===== config.mk =====
export PLATFORM = sky130hd
export DESIGN_NAME = restoring_divider
export DESIGN_NICKNAME = d
export VERILOG_FILES = /design/src/rtl/restoring_divider.sv
export SDC_FILE = /design/constraint.sdc
export NUM_CORES = 1
export LEC_CHECK = 0
export CAP_MARGIN = 25
export CELL_PAD_IN_SITES_DETAIL_PLACEMENT = 1
export CELL_PAD_IN_SITES_GLOBAL_PLACEMENT = 1
export CORE_UTILIZATION = 40
export CTS_BUF_LIST = sky130_fd_sc_hd__clkbuf_8 sky130_fd_sc_hd__clkbuf_16
export DETAILED_ROUTE_END_ITERATION = 6
export GPL_ROUTABILITY_DRIVEN = 0
export GPL_TIMING_DRIVEN = 0
export PLACE_DENSITY_LB_ADDON = 0.08
export SLEW_MARGIN = 40
export SYNTH_ARGS = -nofsm -noshare
export SYNTH_HDL_FRONTEND = slang
export SYNTH_SLANG_ARGS = --single-unit
export TNS_END_PERCENT = 5

===== constraint.sdc =====
create_clock -name clk -period 3.2 [get_ports clk]
set_input_delay 0.64 -clock clk [delete_from_list [all_inputs] [get_ports clk]]
set_output_delay 0.64 -clock clk [all_outputs]
set_load 0.05 [all_outputs]

===== src/rtl/restoring_divider.sv =====
// restoring_divider
//   Multi-cycle unsigned divider for the datapath ALU. Restoring
//   shift-and-subtract, one trial subtraction per clock, WIDTH iterations
//   per operation. One operand pair is taken per start/done handshake.
//
// Handshake: start is sampled only in IDLE; the edge that sees start=1 in
//   IDLE captures A/B and raises busy. busy stays high for WIDTH cycles,
//   then done pulses for exactly one cycle with Q/R/Z/V freshly loaded.
//   start seen in RUN or DONE is ignored. busy and done are never high
//   together.
//
// Ports
//   clk      : clock, rising edge
//   rst      : synchronous active-high reset
//   start    : request a division (IDLE only)
//   A, B     : dividend / divisor, unsigned, captured on the accepting edge
//   busy     : operation in progress (RUN)
//   done     : one-cycle completion pulse
//   Q, R     : quotient / remainder, held until the next completion
//   Z        : quotient is zero
//   V        : divide-by-zero (captured B was 0)
//   dbgState : current FSM state (0 IDLE, 1 RUN, 2 DONE)
module restoring_divider #(
   parameter int WIDTH = 4
) (
   input  logic             clk,
   input  logic             rst,
   input  logic             start,
   input  logic [WIDTH-1:0] A,
   input  logic [WIDTH-1:0] B,
   output logic             busy,
   output logic             done,
   output logic [WIDTH-1:0] Q,
   output logic [WIDTH-1:0] R,
   output logic             Z,
   output logic             V,
   output logic [1:0]       dbgState
);

   localparam int CW = (WIDTH > 1) ? $clog2(WIDTH) : 1;

   typedef enum logic [1:0] {
      IDLE = 2'd0,
      RUN  = 2'd1,
      DONE = 2'd2
   } stateT;

   stateT            state;
   logic [WIDTH-1:0] dividend;
   logic [WIDTH-1:0] divisor;
   logic [WIDTH:0]   workRem;
   logic [WIDTH-1:0] workQuo;
   logic [CW-1:0]    iterCnt;

   logic [WIDTH:0]   remShift;
   logic [WIDTH:0]   trialDiff;
   logic [WIDTH:0]   remNext;
   logic [WIDTH-1:0] quoNext;

   // One restoring step. The working remainder is always below the divisor
   // after a step (or, for B=0, is a prefix of A), so its low WIDTH bits
   // carry everything needed for the next shift.
   always_comb begin
      remShift  = {workRem[WIDTH-1:0], dividend[WIDTH-1]};
      trialDiff = remShift - {1'b0, divisor};
      remNext   = remShift;
      quoNext   = workQuo << 1;
      if (!trialDiff[WIDTH]) begin
         remNext = trialDiff;
         quoNext = (workQuo << 1) | WIDTH'(1);
      end
   end

   always_ff @(posedge clk) begin
      if (rst) begin
         state    <= IDLE;
         dividend <= '0;
         divisor  <= '0;
         workRem  <= '0;
         workQuo  <= '0;
         iterCnt  <= '0;
         busy     <= 1'b0;
         done     <= 1'b0;
         Q        <= '0;
         R        <= '0;
         Z        <= 1'b0;
         V        <= 1'b0;
      end else begin
         case (state)
            IDLE: begin
               done <= 1'b0;
               if (start) begin
                  dividend <= A;
                  divisor  <= B;
                  workRem  <= '0;
                  workQuo  <= '0;
                  iterCnt  <= '0;
                  busy     <= 1'b1;
                  state    <= RUN;
               end
            end
            RUN: begin
               workRem  <= remNext;
               workQuo  <= quoNext;
               dividend <= dividend << 1;
               iterCnt  <= iterCnt + 1'b1;
               if (iterCnt == CW'(WIDTH - 1)) begin
                  // Last iteration: publish results from the step values.
                  Q     <= quoNext;
                  R     <= remNext[WIDTH-1:0];
                  Z     <= (quoNext == '0);
                  V     <= (divisor == '0);
                  busy  <= 1'b0;
                  done  <= 1'b1;
                  state <= DONE;
               end
            end
            DONE: begin
               done  <= 1'b0;
               state <= IDLE;
            end
            default: begin
               busy  <= 1'b0;
               done  <= 1'b0;
               state <= IDLE;
            end
         endcase
      end
   end

   assign dbgState = state;

endmodule


**Word level (Yosys, flattened, before mapping)**

Cells that the tools add are included.

- Bits in registers: 31
- Latch bits: 0
- Memory bits (writable): 0
- Bits in read-only memories: 0
- Output and inout port bits: 14
- Memories: 0

- Add/sub/neg operators: 2
- $mul: 0
- Divide/modulo/power cells: 0
- Magnitude comparators: 0
- Equality and inequality tests: 5
- Shifts and indexed selects: 0
- Mux-type cells: 16
- Bitwise logic cells: 2
- Reduce and logical (&&, ||, !) cells: 10

Operators with widths:

| cell | number |
|---|---|
| $pmux 4 s2 | 2 |
| $mux 4 | 3 |
| $logic_not 4->1 | 2 |
| $pmux 2 s2 | 2 |
| $reduce_and 2->1 | 4 |
| $mux 2 | 3 |
| $pmux 3 s2 | 1 |
| $sub 5x4->5 | 1 |
| $eq 2x2->1 const B | 2 |
| $ne 2x2->1 const B | 2 |
| $mux 1 | 3 |
| $mux 3 | 1 |
| $pmux 1 s3 | 1 |
| $reduce_and 3->1 | 1 |
| $add 2x1->2 const B | 1 |
| $eq 2x1->1 const B | 1 |
| $logic_not 2->1 | 1 |
| $not 1->1 | 2 |
| $reduce_bool 2->1 | 1 |
| $reduce_or 2->1 | 1 |

**Logic depth before layout (Yosys ltp)**

- Depth in word-level cells: 3
- Mapped depth: 8

**Least setup slack after synthesis**

No wires, ideal clock.

- Kind: flip-flop to flip-flop
- Start point: register dividend[3]
- End point: register workRem[2]
- Setup time: 0.117 ns
- Arrival time: 1.781 ns
- Required time: 3.083 ns
- Path slack: 1.302 ns
- Stages on the path, launching flop included: 9
- Buffers on the path: 0
- Clock period less this slack: 1.898 ns
- Cell sequence: dfxtp_1 -> inv_1 -> ha_1 -> inv_1 -> fa_1 -> and3_1 -> o21ai_1 -> nand3_1 -> a32o_1

- Cells in the longest elaborated chain, start to end: 3

Ends and longest elaborated chain:

| what | RTL line | source |
|---|---|---|
| start, declared | 49 | `logic [WIDTH-1:0] dividend;` |
| start signal, assigned | 105 | `dividend <= dividend << 1;` |
| $sub 5x4->5 | 65 | `trialDiff = remShift - {1'b0, divisor};` |
| $mux 4 | 68 | `if (!trialDiff[WIDTH]) begin` |
| $pmux 4 s2 | 89 | `case (state)` |
| end signal, assigned | 103 | `workRem <= remNext;` |
| end, declared | 51 | `logic [WIDTH:0] workRem;` |

No other way between the ends.
A chain may end at the register's enable or synchronous reset.

**Final worst setup path**

- Start point: register state[1] (netlist: dbgState[1])
- End point: output dbgState[1]

RTL lines:

| what | RTL line | source |
|---|---|---|
| start, declared | 48 | `stateT state;` |
| start signal, assigned | 76 | `state <= IDLE;` |
| start signal, assigned | 99 | `state <= RUN;` |
| start signal, assigned | 115 | `state <= DONE;` |
| end, declared | 37 | `output logic [1:0] dbgState` |

No word-level cell between the ends.

==> flow_metrics.env <==
export IMPL_routed_wl_mm=3.57
export IMPL_yosys_register_bits=31
export IMPL_fin_cells=236
export IMPL_hpwl_mm=2.71
export IMPL_setup_viol=0
export IMPL_clock_path_buffers=2
export IMPL_dieArea_mm2=0.00365
export IMPL_firstDrtPassIters=4
export IMPL_final_min_clock_period_ns=2.20
export IMPL_setup_tns_ns=0
export IMPL_htreeDepth=2
export IMPL_slowest_stage="clkdlybuf4s50_1"
export IMPL_synth_xor_area_frac=0.00642
export IMPL_power_per_cell_area_mw_per_mm2=509
export IMPL_cts_tree="built"
export IMPL_cp_start_kind="flop"
export IMPL_crit_path_cell_trace="clkdlybuf4s50_1"
export IMPL_syn_area_per_cell_um2=8.47
export IMPL_synth_flop_cell="dfxtp_1"
export IMPL_finalCritPeriodShare=0.688
export IMPL_timing_final_ws_setup_ns=0.999
export IMPL_ys_seq_area_frac=0.455
export IMPL_synthesis_area_mm2=0.00136
export IMPL_grt_pass1_vias=1325
export IMPL_rows=20
export IMPL_vias_per_cell=5.45
export IMPL_fp_dieH_um=60.4
export IMPL_cts_sinks=31
export IMPL_cpLargestDelayFamily="buffers and inverters"
export IMPL_synth_fp_nets=178
export IMPL_rsz0062_at_grt="false"
export IMPL_synth_top_family_by_area="simple AND/OR/NAND/NOR gates"
export IMPL_syn_inst=161
export IMPL_async_flop_share=0
export IMPL_postRouteAntennaNets=0
export IMPL_crit_path_end_kind="output pin"
export IMPL_antenna_found_initial=0
export IMPL_clk_latency_ns=0.28
export IMPL_nets=208
export IMPL_dpl_worst_slack_ns=1.03
export IMPL_cts_setup_buffers=0
export IMPL_first_iter_violations=48
export IMPL_synth_compound_area_frac=0.212
export IMPL_cts_hold_buf=0
export IMPL_io_pins=25
export IMPL_cts_root_buf="clkbuf_8"
export IMPL_crit_buf_inv=1
export IMPL_netlist_top_cells_area="dfxtp_1, nand2_1, a21oi_1"
export IMPL_yosys_mux_area_fraction=0.00826
export IMPL_maxCapViolCount=0
export IMPL_track_usage=0.226
export IMPL_worst_endpoint_required_ns=2.56
export IMPL_yosysWarnings=0
export IMPL_synth_edf_count=0
export IMPL_status="finished, final reports clean"
export IMPL_p_leak_nw=0.653
export IMPL_finalMaxSlewViolations=0
export IMPL_route_detailed_drc=0
export IMPL_clkTransAtPathRegs_ns=0.07
export IMPL_timing_fmax_mhz=454
export IMPL_grt_ovfl_total=0
export IMPL_tightest_slew_ns=0.586
export IMPL_peakVddDrop_mv=0.262
export IMPL_initial_core_util=0.433
export IMPL_wl_per_cell_um=15.1
export IMPL_vias=1287
export IMPL_cts_resized=0
export IMPL_synthSimpleGateAreaFrac=0.213
export IMPL_slowest_delay_ns=0.84
export IMPL_ys_types=31
export IMPL_die_w_um=60.4
export IMPL_hp_class="flop to flop"
export IMPL_skew_ns=0.00973
export IMPL_dp_cells=228
export IMPL_grt_max_degree=11
export IMPL_multi_input_area_um2=682
export IMPL_path_max_fanout=7
export IMPL_core_region_area_mm2=0.00315
export IMPL_synthTopCellsByCount="dfxtp_1, nand2_1, nor2_1, a21oi_1, inv_1"
export IMPL_slew_headroom=0.608
export IMPL_yosysTopAreaCellShare=0.455
export IMPL_yosys_area_top_type="dfxtp_1"
export IMPL_yosysMostFrequentCell="dfxtp_1"
export IMPL_drive_gt1_frac=0.0729
export IMPL_antenna_cells=0
export IMPL_portBuffers=23
export IMPL_synth_fa_ha_area_frac=0.0606
export IMPL_area_growth_pct=26.9
export IMPL_nFillCells=411
export IMPL_arrival_ns=1.56
export IMPL_regArea_um2=621
export IMPL_grt_pass1_wl_mm=6.00
export IMPL_finalHoldViolCount=0
export IMPL_cts_buffers=5
export IMPL_crit_type="flop to output pin"
[cell usage in the layout, fill, tap and decap left out]
| master | count |
|---|---|
| a21oi_1 | 15 |
| nor4_1 | 1 |
| nor3_2 | 1 |
| and3_1 | 1 |
| o21ba_2 | 1 |
| clkbuf_1 | 5 |
| nand4_1 | 1 |
| nand3b_1 | 1 |
| nand2_1 | 21 |
| clkinv_2 | 1 |
| ha_1 | 5 |
| o21ai_0 | 8 |
| xnor2_1 | 1 |
| mux2_2 | 1 |
| o21ai_1 | 1 |
| a21o_1 | 2 |
| a22o_1 | 4 |
| nand2b_1 | 4 |
| or4b_4 | 1 |
| nor2_1 | 17 |
| inv_1 | 12 |
| a21boi_0 | 1 |
| nor3_1 | 5 |
| buf_2 | 1 |
| a21oi_2 | 1 |
| o211ai_1 | 4 |
| a32o_1 | 5 |
| clkdlybuf4s50_1 | 23 |
| dfxtp_1 | 31 |
| a31oi_1 | 2 |
| clkbuf_8 | 5 |
| or2_2 | 2 |
| nand3_1 | 7 |
| fa_1 | 1 |
[final cells by class]
type | instances | area share
inverters | 10 | 0.0217
well taps | 44 | 0.0318
flip-flops and latches | 31 | 0.359
multi-input cells | 114 | 0.394
clock inverters | 3 | 0.00723
plain buffers | 6 | 0.0137
clock buffers | 5 | 0.0398
repair buffers | 23 | 0.133
[kinds of logic (layout without fill, tap and decap cells)]
logic type / Yosys count / count (layout)
buffers and inverters: 16 / 47
XOR/XNOR: 1 / 1
multiplexers: 1 / 1
flip-flops: 31 / 31
AND/OR/NAND/NOR: 62 / 62
AO/OA/AOI/OAI: 44 / 44
adder cells (fa/ha/maj): 6 / 6
[metal layers]
| layer | vias to the layer above | part of all wire | global-route usage |
|---|---|---|---|
| met4 | 0 | 0.018 | 0.0664 |
| li1 | 624 | - | - |
| met1 | 621 | 0.43 | 0.264 |
| met2 | 34 | 0.51 | 0.407 |
| met3 | 8 | 0.041 | 0.0576 |
| met5 | - | 0 | 0 |
[metrics by stage]
step                hold slack [ns]  utilization  cell area, µm²  power [W]
global placement              0.442        0.523            1650   0.000594
finish                        0.463        0.549            1730   0.000881
global route                  0.485        0.549            1730   0.000921
floorplan                     0.437            -            1360   0.000549
detailed placement            0.454        0.523            1650   0.000603
CTS                           0.464        0.549            1730   0.000882
[report_power, final]
part	total [W]	internal, W	switching [W]	leakage, nW
registers	0.000420	0.000404	0.0000159	0.252
clock network	0.000285	0.000146	0.000139	0.0505
logic	0.000177	0.0000715	0.000105	0.350
[worst min-delay path: stages (launching register included)]
cell and delay [ns]:
dfxtp_1 0.31, nand2_1 0.05, a21oi_1 0.05
[registers in the layout, indices dropped and copies added (netlist names)]
register and count:
R 4, dividend 4, divisor 4, Z 1
busy 1, Q 4, V 1, dbgState 2
workRem 4, done 1, workQuo 3, iterCnt 2
[path summary, 6_finish.rpt]
kind	from	end	slack, ns	cells after the start
hold / removal	V	V	0.46	2
hold reg to reg	V	V	0.46	2
setup / recovery	dbgState[1]	dbgState[1]	1.0	1
setup reg to reg	dividend[3]	workRem[0]	1.01	8
No activity file was read; power rests on OpenSTA's default activity.
